## config.mk

```make
export PLATFORM = sky130hd
export DESIGN_NAME = mips150_io_ctrl
export DESIGN_NICKNAME = d
export VERILOG_FILES = /design/src/rtl/mips150_io_ctrl.sv
export SDC_FILE = /design/constraint.sdc
export NUM_CORES = 1
export LEC_CHECK = 0
export CAP_MARGIN = 5
export CORE_ASPECT_RATIO = 1.25
export CORE_MARGIN = 8
export CORE_UTILIZATION = 57
export DETAILED_ROUTE_END_ITERATION = 10
export DONT_BUFFER_PORTS = 1
export HOLD_SLACK_MARGIN = 0.05
export PLACE_DENSITY_LB_ADDON = 0.08
export SLEW_MARGIN = 10
export SYNTH_ARGS = -nofsm -noshare
export SYNTH_HDL_FRONTEND = slang
export SYNTH_SLANG_ARGS = --single-unit
```

## constraint.sdc

```tcl
create_clock -name clk -period 2.3 [get_ports clk]
set_input_delay 0.345 -clock clk [delete_from_list [all_inputs] [get_ports clk]]
set_output_delay 0.345 -clock clk [all_outputs]
set_load 0.02 [all_outputs]
```

## src/rtl/mips150_io_ctrl.sv

```systemverilog
// Memory-mapped IO slave for MIPS150: UART RX/TX FIFOs, status, and optional counters.
// Define MIPS150_IO_COUNTERS_EN to build the cycle/instruction counters and their clear register.
module mips150_io_ctrl #(
    parameter int FIFO_DEPTH = 8,
    parameter int FIFO_AW    = 3
) (
    input  logic        clk,
    input  logic        rst,
    input  logic [31:0] io_addr,
    input  logic [3:0]  io_we,
    input  logic [31:0] io_wdata,
    input  logic        io_re,
    input  logic        instr_retire,
    output logic [31:0] io_rdata,
    input  logic [7:0]  uart_rx_data,
    input  logic        uart_rx_valid,
    output logic        uart_rx_ready,
    output logic [7:0]  uart_tx_data,
    output logic        uart_tx_valid,
    input  logic        uart_tx_ready
);

    localparam logic [2:0] SEL_STATUS = 3'd0;
    localparam logic [2:0] SEL_RX     = 3'd1;
    localparam logic [2:0] SEL_TX     = 3'd2;
    localparam logic [2:0] SEL_CYC    = 3'd4;
    localparam logic [2:0] SEL_INSTR  = 3'd5;
    localparam logic [2:0] SEL_CLR    = 3'd6;

    localparam logic [FIFO_AW:0]   DEPTH_CNT = (FIFO_AW+1)'(FIFO_DEPTH);
    localparam logic [FIFO_AW:0]   CNT_ONE   = (FIFO_AW+1)'(1);
    localparam logic [FIFO_AW-1:0] PTR_ONE   = FIFO_AW'(1);

    logic [2:0] sel;
    logic       wr_any;

    assign sel    = io_addr[4:2];
    assign wr_any = |io_we;

    logic [7:0]         rx_mem [FIFO_DEPTH];
    logic [FIFO_AW-1:0] rx_wr_ptr, rx_rd_ptr;
    logic [FIFO_AW:0]   rx_count;
    logic               rx_full, rx_empty, rx_push, rx_pop;

    logic [7:0]         tx_mem [FIFO_DEPTH];
    logic [FIFO_AW-1:0] tx_wr_ptr, tx_rd_ptr;
    logic [FIFO_AW:0]   tx_count;
    logic               tx_full, tx_empty, tx_push, tx_pop;

    assign rx_full  = (rx_count == DEPTH_CNT);
    assign rx_empty = (rx_count == '0);
    assign tx_full  = (tx_count == DEPTH_CNT);
    assign tx_empty = (tx_count == '0);

    // Full/empty come from registered counts only, so a same-cycle pop never opens room for a push.
    assign rx_push = uart_rx_valid && !rx_full;
    assign rx_pop  = io_re && (sel == SEL_RX) && !rx_empty;
    assign tx_push = wr_any && (sel == SEL_TX) && !tx_full;
    assign tx_pop  = uart_tx_ready && !tx_empty;

    assign uart_rx_ready = !rx_full;
    assign uart_tx_valid = !tx_empty;
    assign uart_tx_data  = tx_empty ? 8'h00 : tx_mem[tx_rd_ptr];

    always_ff @(posedge clk) begin
        if (rx_push) rx_mem[rx_wr_ptr] <= uart_rx_data;
        if (tx_push) tx_mem[tx_wr_ptr] <= io_wdata[7:0];
    end

    always_ff @(posedge clk or posedge rst) begin
        if (rst) begin
            rx_wr_ptr <= '0;
            rx_rd_ptr <= '0;
            rx_count  <= '0;
        end else begin
            if (rx_push) rx_wr_ptr <= rx_wr_ptr + PTR_ONE;
            if (rx_pop)  rx_rd_ptr <= rx_rd_ptr + PTR_ONE;
            case ({rx_push, rx_pop})
                2'b10:   rx_count <= rx_count + CNT_ONE;
                2'b01:   rx_count <= rx_count - CNT_ONE;
                default: rx_count <= rx_count;
            endcase
        end
    end

    always_ff @(posedge clk or posedge rst) begin
        if (rst) begin
            tx_wr_ptr <= '0;
            tx_rd_ptr <= '0;
            tx_count  <= '0;
        end else begin
            if (tx_push) tx_wr_ptr <= tx_wr_ptr + PTR_ONE;
            if (tx_pop)  tx_rd_ptr <= tx_rd_ptr + PTR_ONE;
            case ({tx_push, tx_pop})
                2'b10:   tx_count <= tx_count + CNT_ONE;
                2'b01:   tx_count <= tx_count - CNT_ONE;
                default: tx_count <= tx_count;
            endcase
        end
    end

`ifdef MIPS150_IO_COUNTERS_EN
    logic [31:0] cyc_cnt, instr_cnt;
    logic        cnt_clr;

    assign cnt_clr = wr_any && (sel == SEL_CLR);

    always_ff @(posedge clk or posedge rst) begin
        if (rst) begin
            cyc_cnt   <= '0;
            instr_cnt <= '0;
        end else if (cnt_clr) begin
            cyc_cnt   <= '0;
            instr_cnt <= '0;
        end else begin
            cyc_cnt <= cyc_cnt + 32'd1;
            if (instr_retire) instr_cnt <= instr_cnt + 32'd1;
        end
    end
`endif

    logic [31:0] rd_next;

    always_comb begin
        rd_next = '0;
        case (sel)
            SEL_STATUS: rd_next = {30'b0, !rx_empty, !tx_full};
            SEL_RX:     if (!rx_empty) rd_next = {24'b0, rx_mem[rx_rd_ptr]};
`ifdef MIPS150_IO_COUNTERS_EN
            SEL_CYC:    rd_next = cyc_cnt;
            SEL_INSTR:  rd_next = instr_cnt;
`endif
            default:    rd_next = '0;
        endcase
    end

    // Load data lands in M stage and holds until the next load.
    always_ff @(posedge clk or posedge rst) begin
        if (rst)        io_rdata <= '0;
        else if (io_re) io_rdata <= rd_next;
    end

    logic unused_bits;
`ifdef MIPS150_IO_COUNTERS_EN
    assign unused_bits = ^{io_addr[31:5], io_addr[1:0], io_wdata[31:8]};
`else
    assign unused_bits = ^{io_addr[31:5], io_addr[1:0], io_wdata[31:8], instr_retire, SEL_CYC, SEL_INSTR, SEL_CLR};
`endif

endmodule

```

==> results of run 1 <==
metrics by stage:
step / setup TNS, ns / instance area (um2) / utilization / worst slack, ns
6_report: 0 / 7630 / 0.685 / 0.0934
5_1_grt: -0.00890 / 7630 / 0.685 / -0.00890
4_1_cts: 0 / 7600 / 0.683 / 0.0412
3_5_place_dp: 0 / 6830 / 0.613 / 0.0462
3_3_place_gp: 0 / 6830 / 0.613 / 0.0518
2_1_floorplan: -0.0317 / 6650 / - / -0.0317
placed cells by master (no fill, tap or decap), types with 2 or more instances in the layout:
cell type,instances
sky130_fd_sc_hd__conb_1,24
sky130_fd_sc_hd__nor4_4,2
sky130_fd_sc_hd__nor3_1,4
sky130_fd_sc_hd__mux4_2,32
sky130_fd_sc_hd__clkinv_4,6
sky130_fd_sc_hd__edfxtp_1,128
sky130_fd_sc_hd__inv_2,2
sky130_fd_sc_hd__xor2_1,8
sky130_fd_sc_hd__nand3_1,2
sky130_fd_sc_hd__o21ai_0,4
sky130_fd_sc_hd__nor3b_1,2
sky130_fd_sc_hd__and2_4,2
sky130_fd_sc_hd__nand2_1,14
sky130_fd_sc_hd__xnor2_1,9
sky130_fd_sc_hd__a32oi_1,2
sky130_fd_sc_hd__inv_6,2
sky130_fd_sc_hd__a221o_1,5
sky130_fd_sc_hd__nand2b_1,8
sky130_fd_sc_hd__ha_1,7
sky130_fd_sc_hd__clkbuf_16,17
sky130_fd_sc_hd__clkbuf_1,2
sky130_fd_sc_hd__o22ai_1,3
sky130_fd_sc_hd__dfrtp_2,4
sky130_fd_sc_hd__dlygate4sd3_1,19
sky130_fd_sc_hd__buf_4,32
sky130_fd_sc_hd__nor2_1,24
sky130_fd_sc_hd__dfrtp_1,24
sky130_fd_sc_hd__ha_2,2
sky130_fd_sc_hd__inv_1,3
sky130_fd_sc_hd__mux2i_1,12
sky130_fd_sc_hd__mux2_2,3
sky130_fd_sc_hd__nor2b_1,5
sky130_fd_sc_hd__bufinv_16,2
cells in the mapped netlist (3+ instances only):
| master | number | area, um2 |
|---|---|---|
| sky130_fd_sc_hd__edfxtp_1 | 128 | 3840 |
| sky130_fd_sc_hd__mux4_2 | 32 | 721 |
| sky130_fd_sc_hd__dfrtp_1 | 28 | 701 |
| sky130_fd_sc_hd__buf_4 | 26 | 195 |
| sky130_fd_sc_hd__nor2_1 | 24 | 90.1 |
| sky130_fd_sc_hd__nand2_1 | 15 | 56.3 |
| sky130_fd_sc_hd__mux2i_1 | 12 | 120 |
| sky130_fd_sc_hd__ha_1 | 10 | 125 |
| sky130_fd_sc_hd__xnor2_1 | 9 | 78.8 |
| sky130_fd_sc_hd__nand2b_1 | 8 | 50.1 |
| sky130_fd_sc_hd__xor2_1 | 8 | 70.1 |
| sky130_fd_sc_hd__a221o_1 | 5 | 50.1 |
| sky130_fd_sc_hd__buf_2 | 5 | 25.0 |
| sky130_fd_sc_hd__clkbuf_1 | 5 | 18.8 |
| sky130_fd_sc_hd__nor2b_1 | 5 | 31.3 |
| sky130_fd_sc_hd__nor3_1 | 5 | 25.0 |
| sky130_fd_sc_hd__o21ai_0 | 4 | 20.0 |
| sky130_fd_sc_hd__inv_1 | 3 | 11.3 |
| sky130_fd_sc_hd__mux2_2 | 3 | 33.8 |
| sky130_fd_sc_hd__o22ai_1 | 3 | 18.8 |
power groups by stage:
stage / logic, mW / clock network [mW] / registers [mW]
2_1_floorplan: 1.99 / 0 / 3.77
3_3_place_gp: 2.24 / 0 / 4.00
3_5_place_dp: 2.27 / 0 / 4.02
4_1_cts: 2.33 / 2.77 / 3.97
5_1_grt: 2.53 / 2.87 / 4.04
6_report: 2.31 / 2.72 / 3.99
per-layer routing:
layer  global-route usage  up-vias  share of wire
met4               0.0663        0          0.013
met2                0.308       68           0.56
met3               0.0598       13          0.063
met1                0.165     1636           0.36
met5                    0        -              0
li1                     -     1489              -
worst reg2reg max path: stages, from the launching register on:
cell                        delay [ns]
sky130_fd_sc_hd__dfrtp_2          0.46
sky130_fd_sc_hd__nor3_2           0.10
sky130_fd_sc_hd__a2111oi_4        0.37
sky130_fd_sc_hd__inv_1            0.15
sky130_fd_sc_hd__ha_4             0.21
sky130_fd_sc_hd__xor2_1           0.14
sky130_fd_sc_hd__ha_2             0.17
sky130_fd_sc_hd__a21oi_2          0.11
sky130_fd_sc_hd__xor2_1           0.17
sky130_fd_sc_hd__nor2_1           0.07
sky130_fd_sc_hd__xor2_1           0.14
repair_timing:
item                       4_1_cts  5_1_grt
gates resized for setup          1        6
hold buffers                    19        0
hold endpoints to repair       143        0
buffers inserted                 0        0
setup endpoints to repair        8       12
logic make-up after synthesis:
family	after synthesis
DFF	156
adders and majority gates	10
buffers and inverters	44
xor gates and xnor gates	17
and+or+nand+nor	70
muxes	49
AOI/OAI and AO/OA	20
other	1
flip-flops by register name, summed over array words and instances, names as in the netlist:
register,count
rx_wr_ptr,3
rx_count,4
rx_rd_ptr,3
io_rdata,8
tx_mem,64
tx_count,4
rx_mem,64
tx_wr_ptr,3
tx_rd_ptr,3
final timing paths:
check,endpoint,cells past startpoint
max reg2reg,tx_count[2],10
min in group asynchronous,io_rdata[5],2
max,tx_count[2],10
min,rx_wr_ptr[2],2
min reg2reg,rx_wr_ptr[0],2
max in group asynchronous,rx_count[2],3
area by class of cell:
| class | count | area [um2] |
|---|---|---|
| Inverter | 5 | 18.8 |
| Multi-Input combinational cell | 190 | 1840 |
| Clock inverter | 12 | 139 |
| Tap cell | 135 | 169 |
| Clock buffer | 20 | 447 |
| Fill cell | 720 | 3510 |
| Timing Repair Buffer | 53 | 462 |
| Sequential cell | 156 | 4550 |
==> Implementation_results.wiki, run 1 <==
{| class="wikitable"
! Metric !! Value
|-
| CTS Buffer Depth || 2
|-
| GRT Resource Usage Total || 0.166
|-
| Portion of netlist area occupied by mux cells || 0.138
|-
| DPL Wire Length || 8.15 mm
|-
| Clock transition at the registers of the reported paths || around 0.060 ns
|-
| Clock latency of the later-clocked register in the worst-skew pair || 0.41 ns
|-
| Buffers & Inverters on Critical Path || 1
|-
| CTS sink cnt || roughly 160
|-
| Max Fanout on Critical Path || 6
|-
| Total inserted antenna cells || 0
|-
| Area fraction in compound gates after synthesis || 0.0254
|-
| Count of TritonRoute iterations in the first routing pass || 4
|-
| Starting density of the core || 0.587
|-
| Share of synthesized cell area in and, or, nand and nor gates || 0.0559
|-
| Worst Path Required || 2.59 ns
|-
| XOR/XNOR share of the synthesized area || 0.0228
|-
| Transition time at the pin with the least slew margin || 1.04 ns
|-
| Via count || 3206
|-
| Cell count after synthesis || 367
|-
| Pwr/cell area || 1180 nW/um2
|-
| Port buffer count || 0
|-
| Mean number of vias per cell || roughly 5.6
|-
| Non-Filler Instances || 571
|-
| CTS tree || yes
|-
| TritonCTS Buffers || 17
|-
| I/O Pins || 124
|-
| Final setup skew || 0.00900 ns
|-
| Register-to-Register Setup Slack || 0.09 ns
|-
| Power Internal || 6.31 mW
|-
| Number of nets in the final layout || 515
|-
| Die extent in y || 136 um
|-
| Number of antenna violations at the first check in global routing || 0
|-
| Critical hold path startpoint || uart_rx_valid
|-
| GRT Residual Overflow || 0
|-
| Synthesized cell area || approximately 6500 um2
|-
| Number of levels in the clock H-tree || 4
|-
| Run status || finished clean
|-
| Post-Route Hold Slack || 0.0913 ns
|-
| Origin of the critical flop-to-flop path || tx_count[0]
|-
| Main combinational cell family by area after synthesis || multiplexers
|-
| Routability-driven placement congestion ratio || 0.759
|-
| Ys flop type || sky130_fd_sc_hd__edfxtp_1
|-
| Delay of the slowest cell on the worst path || approximately 0.46 ns
|-
| Maximum vdd drop || between 0.8 and 0.9 mV
|-
| Max-capacitance violation count || 0
|-
| Hold crit path type || in -> reg
|-
| Iteration-0 DRC count of the detailed router || approximately 160
|-
| Cell Chain, Critical Path || nor3_2, a2111oi_4, inv_1, ha_4, xor2_1, ha_2, a21oi_2, xor2_1, nor2_1, xor2_1
|-
| Final Total Pwr || ~9 mW
|-
| Hold Vio Cnt, Final || 0
|-
| Fraction of power spent switching nets || 0.301
|-
| Share of power burned in registers || 0.442
|-
| Maximum clock frequency || 0.453 GHz
|-
| Number of distinct library cells after synthesis || between 40 and 50
|-
| Max_slew headroom || 0.304
|-
| Wire length of the first global-routing pass || 18.3 mm
|-
| Final Routed Wirelength || 12.1 mm
|-
| Overall die width || around 110 um
|-
| Power share of the clock group || 0.302
|-
| Kind of critical path || reg -> reg
|-
| Buffer cell driving the clock tree root || sky130_fd_sc_hd__clkbuf_16
|-
| Part of the total power dissipated in combinational logic || 0.256
|-
| Origin of the worst setup path || tx_count[0]
|-
| Sequential fraction of the synthesis area || 0.695
|-
| Total of flip-flops plus latches after synthesis || 156
|-
| Total of endpoints with negative setup slack in the final report || 0
|-
| NetSw || 2.71 mW
|-
| Ratio of final minimum period to clock period || 0.959
|-
| Proportion of layout cells with a drive suffix above 1 || 0.271
|-
| Die ar. || 15200 um2
|-
| P&R area growth vs syn || 16.6%
|-
| Average cell area after synthesis || ~18 um2
|-
| Largest net degree at the start of global routing || 18
|-
| Cell family with the largest share of critical-path delay || compound AO/OA/AOI/OAI gates
|-
| Final min period || approximately 2.2 ns
|-
| Count of unresolved DRC violations after routing || 0
|-
| Yosys Warn Count || 0
|-
| Leak || 2.74 nW
|-
| Slowest stage cell on the critical path || sky130_fd_sc_hd__dfrtp_2
|-
| Most used cell along the critical path || sky130_fd_sc_hd__xor2_1
|-
| Post-synth ARST share || 0.179
|-
| Core outline area || about 11000 um2
|-
| Remaining number of nets flagged by the antenna check after routing || 0
|-
| Kind of end point of the critical path || register
|-
| Count of standard-cell rows || 43
|-
| Number of synthesized flops with an enable pin || between 100 and 150
|-
| Startpoint type of the worst setup path || register
|-
| Number of instances in the placed design || 520
|-
| Number of pins exceeding their max-slew limit in the final report || 0
|-
| Crit path arrival time || 2.50 ns
|-
| Wire length per cell || roughly 21 um
|-
| Adder-Cell Fraction of Synth Area || 0.0191
|-
| Vias in the first global route || 3343
|}
Note: power is estimated with default switching activity, not from simulation.
==> run 2, diff against run 1 <==
ABC_AREA = 1   (was default)
==> run 2 against run 1 <==
Against the previous run:
- register-to-register slack improved by 0.11 ns
- die area increased by 4.0%
- worst setup slack improved by 0.072 ns
- design area increased by 2.0%
- sequential share of layout area decreased by 1.2 points
- utilization decreased by 1.8 points
==> Implementation_results.wiki, run 2 <==
{| class="wikitable"
! Metric !! Value
|-
| Final Routed Wirelength || 13.3 mm
|-
| Iteration-0 DRC count of the detailed router || 282
|-
| CTS Buffer Depth || 2
|-
| Fraction of power spent switching nets || 0.359
|-
| Max-capacitance violation count || 0
|-
| Instance area at placement || 7020 um2
|-
| Kind of critical path || reg -> out
|-
| Cell count after synthesis || 595
|-
| Number of instances in the placed design || 763
|-
| Part of the total power dissipated in combinational logic || 0.319
|-
| Number of levels in the clock H-tree || 4
|-
| Area of all placed cells without fillers || 7780 um2
|-
| NetSw || 3.45 mW
|-
| Number of pins exceeding their max-slew limit in the final report || 0
|-
| Run status || finished clean
|-
| Average cell area after synthesis || 11.5 um2
|-
| Total of flip-flops plus latches after synthesis || 156
|-
| DPL Wire Length || 8.83 mm
|-
| Die extent in y || 138 um
|-
| Delay of the slowest cell on the worst path || 0.41 ns
|-
| Buffer cell driving the clock tree root || sky130_fd_sc_hd__clkbuf_16
|-
| Proportion of layout cells with a drive suffix above 1 || 0.137
|-
| Power share of the clock group || 0.287
|-
| P&R area growth vs syn || 13.7%
|-
| Kind of end point of the critical path || output port
|-
| Mean number of vias per cell || 5.20
|-
| Overall die width || 114 um
|-
| Fill cells || approximately 900
|-
| Core outline area || 11700 um2
|-
| Cell type contributing the most total cell area after synthesis || sky130_fd_sc_hd__edfxtp_1
|-
| Synthesized cell area || 6840 um2
|-
| Number of synthesized flops with an enable pin || between 100 and 150
|-
| Biggest registers after layout || rx_mem: 64 flops, tx_mem: 64 flops, io_rdata: 8 flops
|-
| Startpoint type of the worst setup path || register
|-
| Final setup slack of the worst path || 0.166 ns
|-
| GRT Residual Overflow || 0
|-
| Wire length of the first global-routing pass || 21.7 mm
|-
| Proportion of netlist area held by the largest area contributor || 0.562
|-
| Wire length per cell || roughly 16 um
|-
| Slowest stage cell on the critical path || sky130_fd_sc_hd__dfrtp_1
|-
| Share of power burned in registers || 0.395
|-
| Most frequent cells in the layout || sky130_fd_sc_hd__edfxtp_1, sky130_fd_sc_hd__nor2_1, sky130_fd_sc_hd__nand2_1
|-
| Transition time at the pin with the least slew margin || roughly 0.62 ns
|-
| Total of endpoints with negative setup slack in the final report || 0
|-
| Area of the multi-input gates || 1920 um2
|-
| Most used cell along the critical path || sky130_fd_sc_hd__nor2_1
|-
| CTS tree || yes
|-
| Max_slew headroom || 0.584
|-
| Hold Vio Cnt, Final || 0
|-
| CTS sink cnt || about 160
|-
| TritonCTS Buffers || 17
|-
| Count of unresolved DRC violations after routing || 0
|-
| Leading cell type in the layout, fill and taps excluded || sky130_fd_sc_hd__edfxtp_1
|-
| Clock latency of the later-clocked register in the worst-skew pair || 0.42 ns
|-
| Routability-driven placement congestion ratio || a little under 0.8
|-
| Buffer count from post-CTS setup fixing || 0
|-
| Leading cell types by count after synthesis || sky130_fd_sc_hd__edfxtp_1, sky130_fd_sc_hd__nor2_1, sky130_fd_sc_hd__nand2_1
|-
| Remaining number of nets flagged by the antenna check after routing || 0
|-
| Unrepaired setup endpoints after global routing || false
|-
| Post-Place Worst Slack || around 0.22 ns
|-
| Final setup skew || 0.00887 ns
|-
| I/O Pins || ~120
|-
| Maximum clock frequency || 0.469 GHz
|-
| Maximum vdd drop || 0.606 mV
|-
| Post-synth ARST share || 0.179
|-
| Starting density of the core || 0.586
|-
| Clock transition at the registers of the reported paths || 0.06 ns
|-
| Final-layout setup total negative slack || 0 ns
|-
| Ys flop type || sky130_fd_sc_hd__edfxtp_1
|-
| Power Internal || 6.17 mW
|-
| Count of TritonRoute iterations in the first routing pass || 5
|-
| Port buffer count || 0
|-
| Count of standard-cell rows || between 40 and 50
|-
| Crit path arrival time || 1.79 ns
|-
| Number of antenna violations at the first check in global routing || 0
|-
| Number of distinct library cells after synthesis || 32
|-
| Yosys Warn Count || 0
|-
| Library cell with the highest instance count after synthesis || sky130_fd_sc_hd__edfxtp_1
|-
| Footprint of the flip-flops and latches || 4550 um2
|-
| Ranking of synthesized cells by area || sky130_fd_sc_hd__edfxtp_1, sky130_fd_sc_hd__dfrtp_1, sky130_fd_sc_hd__nor2_1
|-
| GRT Resource Usage Total || 0.178
|-
| Total inserted antenna cells || 0
|-
| Largest net degree at the start of global routing || 33
|-
| Via count || 4221
|-
| Die ar. || 15800 um2
|-
| Non-Filler Instances || 811
|-
| Leak || 3.00 nW
|-
| Sequential fraction of the synthesis area || 0.664
|-
| Max Fanout on Critical Path || 20
|-
| Cell Chain, Critical Path || buf_4, nor2_1, nor2_1, o21ai_0, o211ai_1, nand2_1, nor2_1, buf_4
|-
| Pwr/cell area || 1240 nW/um2
|-
| Hold crit path type || in -> reg
|-
| Final min period || 2.13 ns
|-
| Vias in the first global route || 4268
|-
| Ratio of final minimum period to clock period || 0.928
|-
| Worst Path Required || roughly 2 ns
|-
| Number of nets in the final layout || 730
|}
==> run 2: worst max-delay path, delay by kind of cell (launching register included) <==
kind,cells,cell delay [ns]
simple gates,4,0.33
buf+inv,2,0.41
compound gates,2,0.21
flops,1,0.41
==> run 2: cell type report <==
class                   instances  area share
repair buffers                 48      0.0518
flip-flops and latches        156       0.584
inverters                      33      0.0162
well taps                     161      0.0259
clock buffers                  17      0.0547
multi-input cells             382       0.247
clock inverters                14      0.0203
==> run 2: path summary, 6_finish.rpt <==
path	startpoint	endpoint	slack (ns)	cells past startpoint
min	io_re	io_rdata[0]	0.09	2
min reg2reg	tx_count[2]	tx_count[2]	0.54	2
min in group asynchronous	rst	tx_count[0]	0.45	3
max in group asynchronous	rst	tx_rd_ptr[1]	1.55	3
max reg2reg	tx_count[0]	tx_count[2]	0.20	10
max	tx_rd_ptr[0]	uart_tx_data[5]	0.17	8
==> run 2: through the flow <==
step	hold WS [ns]	total power, mW	utilization
2_1_floorplan	0.410	6.13	-
3_3_place_gp	0.340	6.77	0.602
3_5_place_dp	0.341	6.88	0.602
4_1_cts	0.0772	9.70	0.666
5_1_grt	0.0961	10.2	0.667
6_report	0.0918	9.62	0.667
==> run 2: logic make-up after synthesis <==
kind of cell | share of synthesized area
adders and majority gates | 0.0183
other | 0.000548
buffers and inverters | 0.0675
and+or+nand+nor | 0.151
xor gates and xnor gates | 0.0190
AOI/OAI and AO/OA | 0.0798
DFF | 0.664
==> run 2: routing by layer <==
layer / global-route usage / vias up / wire (um)
li1: - / 2084 / -
met1: 0.196 / 1993 / 5360
met2: 0.312 / 122 / 6940
met3: 0.0514 / 22 / 787
met4: 0.0710 / 0 / 254
met5: 0 / - / 0
==> run 2: what timing repair did <==
item,4_1_cts,5_1_grt
hold buffers,17,0
endpoints found under the hold margin,156,0
setup endpoints to repair,0,8
resized for setup,0,3
==> run 2: power by group through the flow <==
| stage | sequential, mW | clock (mW) | combinational [mW] |
|---|---|---|---|
| floorplan | 3.73 | 0 | 2.41 |
| global placement | 3.83 | 0 | 2.94 |
| finish | 3.80 | 2.76 | 3.06 |
| global route | 3.84 | 2.91 | 3.47 |
| detailed placement | 3.85 | 0 | 3.03 |
| CTS | 3.80 | 2.80 | 3.10 |
